[config.mk]
export PLATFORM = sky130hd
export DESIGN_NAME = nibble_add_seq
export DESIGN_NICKNAME = d
export VERILOG_FILES = /design/src/rtl/nibble_add_seq.sv
export SDC_FILE = /design/constraint.sdc
export NUM_CORES = 1
export LEC_CHECK = 0
export CORE_ASPECT_RATIO = 0.75
export CORE_MARGIN = 8
export CORE_UTILIZATION = 35
export CTS_BUF_LIST = sky130_fd_sc_hd__clkbuf_16
export CTS_CLUSTER_DIAMETER = 120
export DETAILED_ROUTE_END_ITERATION = 16
export GPL_TIMING_DRIVEN = 0
export PLACE_DENSITY = 0.71
export RECOVER_POWER = 50
export SKIP_LAST_GASP = 1
export SLEW_MARGIN = 0
export SYNTH_ARGS = -nofsm -noshare
export SYNTH_HDL_FRONTEND = slang
export SYNTH_SLANG_ARGS = --single-unit
export TNS_END_PERCENT = 10
[constraint.sdc]
create_clock -name clk -period 3.3 [get_ports clk]
set_clock_uncertainty 0.15 [all_clocks]
set_input_delay 0.66 -clock clk [delete_from_list [all_inputs] [get_ports clk]]
set_output_delay 0.66 -clock clk [all_outputs]
set_load 0.1 [all_outputs]
[src/rtl/nibble_add_seq.sv]
// Multi-cycle wide adder/subtractor built around a registered 4-bit slice.
// Processes one nibble per clock, LSB first, chaining the carry between slices.
module nibble_add_seq #(
  parameter int NIBBLES = 4,
  localparam int W = 4 * NIBBLES,
  localparam int IW = (NIBBLES > 1) ? $clog2(NIBBLES) : 1
) (
  input  logic         clk,
  input  logic         rst,
  input  logic         req_valid,
  output logic         req_ready,
  input  logic         req_sub,
  input  logic         req_cin,
  input  logic [W-1:0] req_x,
  input  logic [W-1:0] req_y,
  output logic         rsp_valid,
  input  logic         rsp_ready,
  output logic [W-1:0] rsp_sum,
  output logic         rsp_cout,
  output logic         rsp_zero,
  output logic         busy
);

  typedef enum logic [1:0] {
    IDLE = 2'd0,
    CALC = 2'd1,
    DONE = 2'd2
  } state_t;

  state_t         state_q, state_d;
  logic [IW-1:0]  idx_q, idx_d;
  logic [W-1:0]   x_q, x_d;
  logic [W-1:0]   y_q, y_d;
  logic           carry_q, carry_d;
  logic [W-1:0]   sum_q, sum_d;
  logic           cout_q, cout_d;
  logic           zero_q, zero_d;
  logic [4:0]     slice;
  logic           last;

  assign last = (idx_q == IW'(NIBBLES - 1));

  // Slice adder: selected nibbles of x and effective y plus chained carry.
  always_comb begin
    slice = {1'b0, x_q[{idx_q, 2'b00} +: 4]}
          + {1'b0, y_q[{idx_q, 2'b00} +: 4]}
          + {4'd0, carry_q};
  end

  always_comb begin
    state_d = state_q;
    idx_d   = idx_q;
    x_d     = x_q;
    y_d     = y_q;
    carry_d = carry_q;
    sum_d   = sum_q;
    cout_d  = cout_q;
    zero_d  = zero_q;
    unique case (state_q)
      IDLE: begin
        if (req_valid) begin
          x_d     = req_x;
          y_d     = req_sub ? ~req_y : req_y;
          carry_d = req_sub ? 1'b1 : req_cin;
          idx_d   = '0;
          state_d = CALC;
        end
      end
      CALC: begin
        sum_d[{idx_q, 2'b00} +: 4] = slice[3:0];
        carry_d = slice[4];
        idx_d   = idx_q + 1'b1;
        if (last) begin
          idx_d   = '0;
          cout_d  = slice[4];
          zero_d  = (sum_d == '0);
          state_d = DONE;
        end
      end
      DONE: begin
        if (rsp_ready) begin
          state_d = IDLE;
        end
      end
      default: state_d = IDLE;
    endcase
  end

  always_ff @(posedge clk) begin
    if (rst) begin
      state_q <= IDLE;
      idx_q   <= '0;
      x_q     <= '0;
      y_q     <= '0;
      carry_q <= 1'b0;
      sum_q   <= '0;
      cout_q  <= 1'b0;
      zero_q  <= 1'b0;
    end else begin
      state_q <= state_d;
      idx_q   <= idx_d;
      x_q     <= x_d;
      y_q     <= y_d;
      carry_q <= carry_d;
      sum_q   <= sum_d;
      cout_q  <= cout_d;
      zero_q  <= zero_d;
    end
  end

  assign req_ready = (state_q == IDLE);
  assign rsp_valid = (state_q == DONE);
  assign busy      = (state_q != IDLE);
  assign rsp_sum   = sum_q;
  assign rsp_cout  = cout_q;
  assign rsp_zero  = zero_q;

endmodule

==> impl.org <==
** Critical path
- Largest stage delay on the critical path :: 0.55 ns
- The critical path is of the flip-flop to flip-flop type.
- In this run the register-to-register setup slack is 0.13 ns.
- Endpoint of the worst setup timing path :: rsp_zero$_SDFFE_PP0P_
- STA classifies the critical path startpoint as a flip-flop.
- Crit. path cell count :: 10
- Crit path DAT :: 3.19 ns
- Among cell families on the critical path, the largest total delay comes from adder cells.
- Slowest library cell on the worst path :: mux4_2
- The worst register-to-register path begins at idx_q[0]$_SDFFE_PP0P_.
- Walking the worst path, the cells encountered are clkbuf_4 > buf_6 > mux4_2 > fa_1 > inv_1 > fa_1 > nor3b_2 > a21oi_1 > o211ai_1 > o31ai_2.
- Worst path most repeated cell :: fa_1
- Capture instance of the worst register-to-register path :: rsp_zero$_SDFFE_PP0P_
- Worst endpoint required time :: 3.32 ns
- Tracing the worst setup path back leads to its startpoint at idx_q[0]$_SDFFE_PP0P_.
- R2R depth :: 10
- Counting both buffers and inverters, the worst setup path holds a total of 3.
- In this run the worst path has a maximum fanout of 10.
- Crit. End Element :: flip-flop

** Pwr
- The share of total power dissipated in sequential elements is 44.8%.
- For this design the total switching power over the nets is 485 uW.
- The internal power of the cells totals 1.13 mW.
- IR analysis of the VDD net gives a maximum drop of 0.000218 V.
- Clock network fraction of design power :: 32.3%
- Power Dens Cells :: 453 mW/mm^2
- For this design the static power due to leakage is 1.25 nW.
- Part of the power in combinational logic :: 22.9%
- Of the total power, the share spent switching nets is 29.9%.

** CTS
- The clock passes through at most 2 buffers.
- Library cell used as clock root buffer :: clkbuf_16
- Clock latency at the later pin of the worst-skew pair :: 0.29 ns
- CTS built an H-tree with a depth of 2.
- TritonCTS built the clock tree.
- Number of clock buffers inserted by TritonCTS :: 5
- Total of hold buffers inserted after clock tree synthesis :: 0
- Clock net sink count :: 55
- Reg clk slew, reported paths :: 0.07 ns
- Number of buffers inserted by post-CTS setup repair :: 0

** GRT
- Global routing usage summed across all routing layers :: 13.6%
- The via count of the first global-routing pass is 2481.
- The first global-routing pass estimated 12200 um of wire.
- The number of antenna violations at the first check in global routing came to 0.
- Total overflow reported by the global router :: 0
- Pin count of the biggest net entering global routing :: 18

** Die
- In this run the vertical extent of the chip is 92.5 um.
- The floorplan has 28 rows.
- Horizontal die dimension :: 118 um
- The floorplan step defined a die boundary enclosing 0.0109 mm^2.
- Core area :: 0.00774 mm^2
- For this configuration, the core starts out at a cell density of 35.2%.
- 59 I/O pins were placed.

** Layout
- Antenna fix cells :: 0
- The count of cells in the finished layout, fillers not included, comes to 478.
- Area of the multi-input gates :: 0.00151 mm^2
- Register area :: 0.00110 mm^2
- Relative to the synthesized area, the layout overhead comes to 31.0%.
- The final layout contains 421 nets.
- Fill cells in the final layout number 745.
- Fraction of final layout cells with drive strength greater than 1 :: 6.97%

** Route
- Detailed routing inserted a total of 2420 vias.
- Before antenna repair, the detailed router went through 4 iterations.
- In the final routed layout, each cell accounts on average for 15.4 um.
- Total wire length :: 7350 um
- Vias/cell :: 5.06
- After the first detailed-routing iteration, the DRC count stood at 154.
- Residual DRC :: 0
- Post-DRT Antenna Nets :: 0

** Hold path
- The path class of the tightest hold or removal check is flip-flop to flip-flop.
- Hold Crit Start :: x_q[6]$_SDFFE_PP0P_

** STA
- Based on the critical path, the design can be clocked at up to 316 MHz.
- Max-slew headroom :: 33.3%
- Min cycle time layout :: 3.17 ns
- Setup violation total in the final timing report :: 0
- Setup repair after global routing could not meet its margin everywhere.
- The final count of hold timing violations was 0.
- At the pin with the least slew margin, the transition time is 0.997 ns.
- Min setup slack post-route :: 0.133 ns
- Period utilisation layout :: 96.0%
- The final-report max-slew violation count came to 0.

** Yosys
- Synthesis instantiated 41 different standard cells from the library.
- After synthesis the netlist holds a flip-flop and latch count of 55.
- Synthesis warning total :: 0
- After technology mapping, the gate count stands at 309.
- Post-Synthesis Cell Area :: 0.00273 mm^2
- The number of nets in the synthesized netlist is 358.
- Per-instance average area after synthesis :: 8.83 um^2
- Sequential element share of the synthesized area :: 40.3%

** Placement
- The wire-length estimate of the detail-placed layout is 5670 um.
- Routability-driven placement finished with a final weighted congestion of 0.884.
- Before CTS, the worst setup slack after placement is -0.0844 ns.
- The number of placed instances, taps included, is 470.
- Port buffering added 56 buffers.

** Run status
- Outcome :: complete, no violations

** Job
- Max-cap violations in this run came to 0.
## layer usage
layer / global-route usage (%) / wire, um / part of all wire [%]
met5: 0 / 0 / 0
met1: 18.1 / 3570 / 49
met2: 21.3 / 3280 / 45
met3: 3.95 / 420 / 5.7
met4: 3.72 / 74 / 1.0
## power by group through the flow
| stage | Clock [mW] | Combinational (mW) | Sequential, mW |
|---|---|---|---|
| after global placement | 0 | 0.362 | 0.739 |
| after CTS | 0.531 | 0.372 | 0.725 |
| final | 0.523 | 0.371 | 0.726 |
| after global routing | 0.559 | 0.404 | 0.730 |
| after detailed placement | 0 | 0.368 | 0.741 |
| after floorplan | 0 | 0.216 | 0.772 |
## placed cells by master, fill, tap and decap left out, types with 2 or more instances in the layout
cell type	count
nor3_1	4
xnor2_1	17
inv_1	7
clkinv_1	2
a32oi_1	4
nor2b_1	6
nor2_1	39
clkbuf_1	15
o21a_1	3
clkdlybuf4s50_1	54
fa_1	2
a22oi_1	5
dfxtp_1	55
o41a_1	2
clkbuf_16	5
nor4b_1	2
ha_1	9
nand3b_1	4
mux4_2	8
o211ai_1	2
nor2_2	2
a21oi_1	24
buf_2	4
nand3_1	4
a31oi_1	2
a211oi_1	18
nand2b_1	4
o21ai_0	2
dlygate4sd3_1	2
and2_1	6
nand2_1	42
## final cells by class
cell class	count	area share, %
Buffer	21	2.66
Clock buffer	5	3.50
Clock inverter	3	0.560
Inverter	8	0.840
Multi-Input combinational cell	225	42.3
Sequential cell	55	30.8
Tap cell	105	3.67
Timing Repair Buffer	56	15.7
## worst min path at each step
stage                                end  cells after the start
floorplan           x_q[10]$_SDFFE_PP0P_                      2
global placement     x_q[4]$_SDFFE_PP0P_                      2
detailed placement  x_q[15]$_SDFFE_PP0P_                      2
CTS                 x_q[15]$_SDFFE_PP0P_                      2
global route         x_q[7]$_SDFFE_PP0P_                      2
finish               x_q[6]$_SDFFE_PP0P_                      2
## metrics by stage
| stage | total power [mW] | setup TNS, ns | utilization (%) | instance area [um^2] | hold WS, ns |
|---|---|---|---|---|---|
| global placement | 1.10 | -0.152 | 44.2 | 3420 | 0.290 |
| CTS | 1.63 | 0 | 46.2 | 3570 | 0.308 |
| finish | 1.62 | 0 | 46.2 | 3580 | 0.305 |
| global route | 1.69 | -0.0108 | 46.2 | 3580 | 0.325 |
| floorplan | 0.987 | 0 | - | 2730 | 0.283 |
| detailed placement | 1.11 | -0.212 | 44.2 | 3420 | 0.298 |
## synthesized netlist by cell type (all sizes together)
cell	count	share of area, %
a21oi	24	4.4
and2	7	1.6
a31oi	2	0.46
nor2	41	5.7
mux4	8	6.6
nand2b	4	0.92
nand4	1	0.23
nor4b	2	0.64
and2b	1	0.28
clkbuf	10	1.4
a211oi	18	5.0
ha	9	4.1
o41a	2	0.83
or4	1	0.28
nor4	2	0.69
nor3b	1	0.28
a32oi	4	1.3
clkinv	1	0.14
a2111oi	1	0.32
dfxtp	55	40
a21o	1	0.28
nor3	4	0.73
nand3	4	0.73
nor2b	6	1.4
o21ai	3	0.55
o21a	3	0.83
and3	1	0.23
a221oi	1	0.32
xnor2	17	5.5
nand2	42	5.8
inv	7	0.96
o31ai	1	0.46
buf	11	2.0
nand3b	4	1.1
a22oi	5	1.4
o211ai	2	0.55
fa	2	1.5
o2111ai	1	0.32
## state kept, by name, summed over array words and instances (netlist names)
| name | cells |
|---|---|
| y_q | 16 |
| rsp_zero | 1 |
| rsp_cout | 1 |
| rsp_sum | 16 |
| state_q | 2 |
| x_q | 16 |
| carry_q | 1 |
| idx_q | 2 |
## worst min-delay path: cells and delay by family, from the launching register on
family             cells  cell delay (ns)
AOI/OAI and AO/OA      1             0.05
and+or+nand+nor        1             0.05
DFF                    1             0.31
## cells by family (layout without fill, tap and decap cells)
logic type	after synthesis	in the layout	share of synthesized area [%]
AND/OR/NAND/NOR	121	121	20.6
AO/OA/AOI/OAI	68	68	16.9
flip-flops	55	55	40.3
buffers and inverters	29	93	4.49
XOR/XNOR	17	17	5.46
adder cells (fa/ha/maj)	11	11	5.59
multiplexers	8	8	6.60
## timing repair
item | 4_1_cts | 5_1_grt
pin swaps | 0 | 1
setup endpoints to repair | 3 | 3
gates resized for setup | 2 | 2
(Power assumes the default switching activity.)
